**src/rtl/rx_drain_ctrl.sv**
```systemverilog
// UART receive-side drain controller: acknowledges received bytes into a show-ahead
// FIFO (with framing tag) and keeps saturating framing/overrun edge counters.
//
// state | meaning
// IDLE  | waiting for data_ready with FIFO room; push happens on the leaving edge
// ACK   | byte captured, data_read pulsed once; waiting for data_ready to drop
module rx_drain_ctrl #(
  parameter int DEPTH = 8,
  parameter int CNT_W = 8
) (
  input  logic                     i_clk,
  input  logic                     i_n_rst,
  input  logic [7:0]               i_rx_data,
  input  logic                     i_data_ready,
  input  logic                     i_framing_error,
  input  logic                     i_overrun_error,
  output logic                     o_data_read,
  input  logic                     i_pop,
  output logic [7:0]               o_fifo_data,
  output logic                     o_fifo_frm,
  output logic                     o_fifo_empty,
  output logic                     o_fifo_full,
  output logic [$clog2(DEPTH):0]   o_fifo_count,
  input  logic                     i_clear_counts,
  output logic [CNT_W-1:0]         o_frm_count,
  output logic [CNT_W-1:0]         o_ovr_count
);

  localparam int AW = $clog2(DEPTH);

  typedef enum logic {IDLE = 1'b0, ACK = 1'b1} state_t;

  state_t             r_state;
  logic               r_data_read;
  logic [8:0]         r_mem [DEPTH];
  logic [AW-1:0]      r_wr_ptr;
  logic [AW-1:0]      r_rd_ptr;
  logic [AW:0]        r_count;
  logic               r_frm_prev;
  logic               r_ovr_prev;
  logic [CNT_W-1:0]   r_frm_cnt;
  logic [CNT_W-1:0]   r_ovr_cnt;

  logic               w_push;
  logic               w_pop;
  logic               w_empty;
  logic               w_full;
  logic [8:0]         w_head;

  assign w_empty = (r_count == '0);
  assign w_full  = (r_count == (AW+1)'(DEPTH));
  // Full is judged on the registered count, so a same-cycle pop never frees a slot.
  assign w_push  = (r_state == IDLE) && i_data_ready && !w_full;
  assign w_pop   = i_pop && !w_empty;
  assign w_head  = r_mem[r_rd_ptr];

  always_ff @(posedge i_clk or negedge i_n_rst) begin
    if (!i_n_rst) begin
      r_state     <= IDLE;
      r_data_read <= 1'b0;
    end else begin
      r_data_read <= w_push;
      case (r_state)
        IDLE:    if (w_push) r_state <= ACK;
        ACK:     if (!i_data_ready) r_state <= IDLE;
        default: r_state <= IDLE;
      endcase
    end
  end

  always_ff @(posedge i_clk or negedge i_n_rst) begin
    if (!i_n_rst) begin
      r_wr_ptr <= '0;
      r_rd_ptr <= '0;
      r_count  <= '0;
    end else begin
      if (w_push) r_wr_ptr <= r_wr_ptr + 1'b1;
      if (w_pop)  r_rd_ptr <= r_rd_ptr + 1'b1;
      case ({w_push, w_pop})
        2'b10:   r_count <= r_count + 1'b1;
        2'b01:   r_count <= r_count - 1'b1;
        default: r_count <= r_count;
      endcase
    end
  end

  always_ff @(posedge i_clk) begin
    if (w_push) r_mem[r_wr_ptr] <= {i_framing_error, i_rx_data};
  end

  always_ff @(posedge i_clk or negedge i_n_rst) begin
    if (!i_n_rst) begin
      r_frm_prev <= 1'b0;
      r_ovr_prev <= 1'b0;
      r_frm_cnt  <= '0;
      r_ovr_cnt  <= '0;
    end else begin
      r_frm_prev <= i_framing_error;
      r_ovr_prev <= i_overrun_error;
      if (i_clear_counts)
        r_frm_cnt <= '0;
      else if (i_framing_error && !r_frm_prev && (r_frm_cnt != '1))
        r_frm_cnt <= r_frm_cnt + 1'b1;
      if (i_clear_counts)
        r_ovr_cnt <= '0;
      else if (i_overrun_error && !r_ovr_prev && (r_ovr_cnt != '1))
        r_ovr_cnt <= r_ovr_cnt + 1'b1;
    end
  end

  assign o_data_read  = r_data_read;
  assign o_fifo_data  = w_empty ? 8'h00 : w_head[7:0];
  assign o_fifo_frm   = w_empty ? 1'b0 : w_head[8];
  assign o_fifo_empty = w_empty;
  assign o_fifo_full  = w_full;
  assign o_fifo_count = r_count;
  assign o_frm_count  = r_frm_cnt;
  assign o_ovr_count  = r_ovr_cnt;

endmodule

```
**config.mk**
```make
export PLATFORM = sky130hd
export DESIGN_NAME = rx_drain_ctrl
export DESIGN_NICKNAME = d
export VERILOG_FILES = /design/src/rtl/rx_drain_ctrl.sv
export SDC_FILE = /design/constraint.sdc
export NUM_CORES = 1
export LEC_CHECK = 0
export CAP_MARGIN = 20
export CORE_AREA = 8 8 94 96
export DETAILED_ROUTE_END_ITERATION = 8
export DIE_AREA = 0 0 102 104
export GPL_TIMING_DRIVEN = 0
export PLACE_DENSITY = 0.83
export RECOVER_POWER = 25
export SYNTH_ARGS = -nofsm -noshare
export SYNTH_HDL_FRONTEND = slang
export SYNTH_SLANG_ARGS = --single-unit
export TNS_END_PERCENT = 10
```
**constraint.sdc**
```tcl
create_clock -name i_clk -period 4.9 [get_ports i_clk]
set_input_delay 1.47 -clock i_clk [delete_from_list [all_inputs] [get_ports i_clk]]
set_output_delay 1.47 -clock i_clk [all_outputs]
set_load 0.005 [all_outputs]
```
==> impl_metrics.py <==
metrics = {
    "outcome": {
        "result_of_the_run": "finished, final reports clean",
    },
    "cells_and_area": {
        "final_core_util": 0.690,
        "drive_above_1_share": 0.149,
        "layoutNonFillerInstCount": 431,
        "final_cell_mix": "sky130_fd_sc_hd__edfxtp_1 (72), sky130_fd_sc_hd__clkdlybuf4s50_1 (35), sky130_fd_sc_hd__dfrtp_1 (30)",
        "area.growth.synth_to_final_pct": 18.7,
        "final_common_cell": "sky130_fd_sc_hd__edfxtp_1",
        "antenna_cells_inserted": 0,
        "nNetsFinal": 346,
    },
    "clock_network": {
        "clock_insertion_delay_worst_skew_ns": 0.36,
        "cts_buffer_depth": 2,
        "tritoncts": "done",
        "clk_pin_slew_worst_paths_ns": 0.10,
        "post_cts_hold_buffer_count": 0,
        "cts_inserted_buffers": 9,
        "clock_sink_total": 102,
        "ctsHtreeMaxLevel": 3,
        "postCtsSetupRepairBufs": 0,
        "cts_resized": 0,
        "cts.root.buffer_cell": "sky130_fd_sc_hd__clkbuf_8",
    },
    "timing": {
        "setup_viol_count_final": 0,
        "rsz_0062_raised_after_global_routing": "false",
        "timing.final.max_slew_violations": 0,
        "post-route-period-util": 0.811,
        "setup_total_negative_slack_ns": 0,
        "report.final.hold_viol_count": 0,
        "timing.clock.skew_ns": 0.0130,
        "maxClockFrequency_mhz": 252,
        "timing.slew.headroom": 0.304,
        "worst_slew_pin_slew_ns": 1.04,
        "period_minus_slack_ns": 3.98,
        "layout_setup_ws_ns": 0.925,
    },
    "route": {
        "postRouteWirelength_um": 8310,
        "post_drt_wl_per_cell_um": 19.3,
        "met3_length_um": 246,
        "via_count": 2496,
        "remaining_drc_errors": 0,
        "topRoutingLayerUsed": "met4",
        "wl_met1_um": 3470,
        "dr_wl_met2_um": 4480,
        "ant_nets": 0,
        "first_pass_iters": 4,
        "first_iter_violations": 99,
        "route.detailed.vias_per_inst": 5.79,
    },
    "placement": {
        "globalplace.congestion": 0.777,
        "pre_cts_ws_ns": 1.17,
        "dpl.hpwl_um": 5690,
        "dpl.cell_count": 415,
        "placement.io_buffers": 46,
    },
    "logic_synthesis": {
        "postSynth.topFlopCell": "sky130_fd_sc_hd__edfxtp_1",
        "synth_enable_flop_cells": 72,
        "synthDominantAreaCellType": "sky130_fd_sc_hd__edfxtp_1",
        "synth_seq_area_share": 0.673,
        "yosys_warnings": 0,
        "synth.area.top_cells": "sky130_fd_sc_hd__edfxtp_1 (50%), sky130_fd_sc_hd__dfrtp_1 (17%), sky130_fd_sc_hd__mux4_2 (9.4%), sky130_fd_sc_hd__mux2i_1 (2.5%), sky130_fd_sc_hd__nor2_1 (2.3%)",
        "asyncSetResetFlopFracSynth": 0.294,
        "syn_area_um2": 4330,
        "post_synth_inst_count": 266,
        "post-synth-top-area-fraction": 0.500,
        "synth.avg_cell_area_um2": 16.3,
        "synth_seq_cells": 102,
        "syn-num-nets": 288,
        "yosys.cell_types.count": 49,
    },
    "grt": {
        "first_global_vias": 2481,
        "grt_overflow": 0,
        "grt_first_pass_wirelength_um": 13300,
        "grt.total_usage": 0.164,
        "grt_max_degree": 20,
        "number_of_antenna_violations_at_the_first_check_in_global_routing": 0,
    },
    "die": {
        "core.rowCount": 32,
        "floorplan.die_area_um2": 10600,
        "floorplan.core_area_um2": 7450,
        "pin_count": 47,
        "start_util": 0.581,
        "dieHeight_um": 104,
        "floorplan.die.width_um": 102,
    },
    "critical_path": {
        "worst-endpoint-arrival_ns": 2.51,
        "worst_path_dominant_cell_family": "buffers and inverters",
        "cp_data_required_time_ns": 3.43,
        "cp_slowest_stage_delay_ns": 0.49,
        "timing.critical_path.fanout_max": 10,
        "path_buf_inv": 3,
        "crit_chain": "clkbuf_2, buf_2, mux4_2, mux2i_1, nor2_1, clkdlybuf4s50_1",
        "startpoint_type": "flip-flop",
        "r2r_slack_ns": 2.51,
        "crit_type": "flip-flop to output pin",
        "crit_path_top_delay_cell": "sky130_fd_sc_hd__clkdlybuf4s50_1",
        "cp-end-kind": "output pin",
    },
    "power_and_ir_drop": {
        "p_leak_nw": 1.83,
        "power_density_nw_per_um2": 473,
        "vdd.ir_drop.worst_uv": 228,
    },
    "job": {
        "cap_viol_max_count": 0,
    },
    "hold_path": {
        "hold_path_class": "flip-flop to flip-flop",
    },
}
-- Yosys cell counts (2+ instances only) --
library cell                count
sky130_fd_sc_hd__edfxtp_1      72
sky130_fd_sc_hd__dfrtp_1       30
sky130_fd_sc_hd__nor2_1        26
sky130_fd_sc_hd__mux4_2        18
sky130_fd_sc_hd__mux2i_1       11
sky130_fd_sc_hd__nand2_1       11
sky130_fd_sc_hd__xor2_1         9
sky130_fd_sc_hd__ha_1           7
sky130_fd_sc_hd__a21oi_1        6
sky130_fd_sc_hd__inv_1          6
sky130_fd_sc_hd__nor3_1         6
sky130_fd_sc_hd__nand3_1        5
sky130_fd_sc_hd__nand2b_1       4
sky130_fd_sc_hd__xnor2_1        4
sky130_fd_sc_hd__and2_1         3
sky130_fd_sc_hd__buf_6          3
sky130_fd_sc_hd__nor4_1         3
sky130_fd_sc_hd__o31ai_1        3
sky130_fd_sc_hd__or4_1          3
sky130_fd_sc_hd__clkbuf_1       2
sky130_fd_sc_hd__mux2_1         2
sky130_fd_sc_hd__nand4_1        2
sky130_fd_sc_hd__nor2b_1        2
sky130_fd_sc_hd__o2111ai_1      2
sky130_fd_sc_hd__o21ai_1        2
-- cells by family after synthesis --
family                   synth area share
buffers and inverters              0.0179
AO/OA/AOI/OAI                      0.0373
AND/OR/NAND/NOR                    0.0978
adder cells (fa/ha/maj)            0.0202
XOR/XNOR                           0.0263
multiplexers                        0.127
flip-flops                          0.673
-- path summary, 6_finish.rpt --
kind                                                  start                         end  cells after the start
worst max-delay path                r_rd_ptr[1]$_DFFE_PN0P_              o_fifo_data[0]                      6
worst max register to register  o_fifo_count[0]$_DFFE_PN0P_       r_mem[7][8]$_DFFE_PP_                      4
worst min register to register      r_wr_ptr[0]$_DFFE_PN0P_     r_wr_ptr[0]$_DFFE_PN0P_                      1
max in group asynchronous                           i_n_rst       o_data_read$_DFF_PN0_                      2
worst min-delay path                r_wr_ptr[0]$_DFFE_PN0P_     r_wr_ptr[0]$_DFFE_PN0P_                      1
min in group asynchronous                           i_n_rst  o_ovr_count[0]$_DFFE_PN0P_                      1
-- sequential cells by signal, summed over array words and instances (netlist names) --
name	flops
r_ovr_prev	1
r_mem	72
o_ovr_count	8
r_rd_ptr	3
o_fifo_count	4
r_state	1
o_data_read	1
r_wr_ptr	3
r_frm_prev	1
o_frm_count	8
-- per-stage QoR --
stage | power, W | hold WS (ns) | cell area, um^2
6_report | 0.00243 | 0.526 | 5140
5_1_grt | 0.00254 | 0.545 | 5140
4_1_cts | 0.00245 | 0.527 | 5140
3_5_place_dp | 0.00196 | 0.514 | 4950
3_3_place_gp | 0.00192 | 0.506 | 4910
2_1_floorplan | 0.00161 | 0.480 | 4330
-- area by class of cell --
type / count / area [um^2]
Buffer: 8 / 55.1
Clock buffer: 9 / 124
Inverter: 6 / 22.5
Multi-Input combinational cell: 150 / 1350
Clock inverter: 7 / 61.3
Fill cell: 512 / 2310
Tap cell: 102 / 128
Timing Repair Buffer: 47 / 488
Sequential cell: 102 / 2910
-- report_power, final --
group	switching (W)	internal, W
logic	0.000363	0.000455
clock network	0.000304	0.000197
registers	0.0000837	0.00103
-- worst register-to-register path: stages (launching register included) --
cell and delay, ns:
sky130_fd_sc_hd__dfrtp_1 0.54, sky130_fd_sc_hd__nor4b_4 0.11, sky130_fd_sc_hd__nor3b_4 0.35, sky130_fd_sc_hd__nand2_1 0.18, sky130_fd_sc_hd__nor2_1 0.83
-- layer usage --
metal  track usage  vias to the layer above
li1              -                     1133
met1         0.203                     1299
met2         0.275                       52
met3        0.0321                       12
met4        0.0598                        0
met5             0                        -
Power figures use the tool's default switching activity.
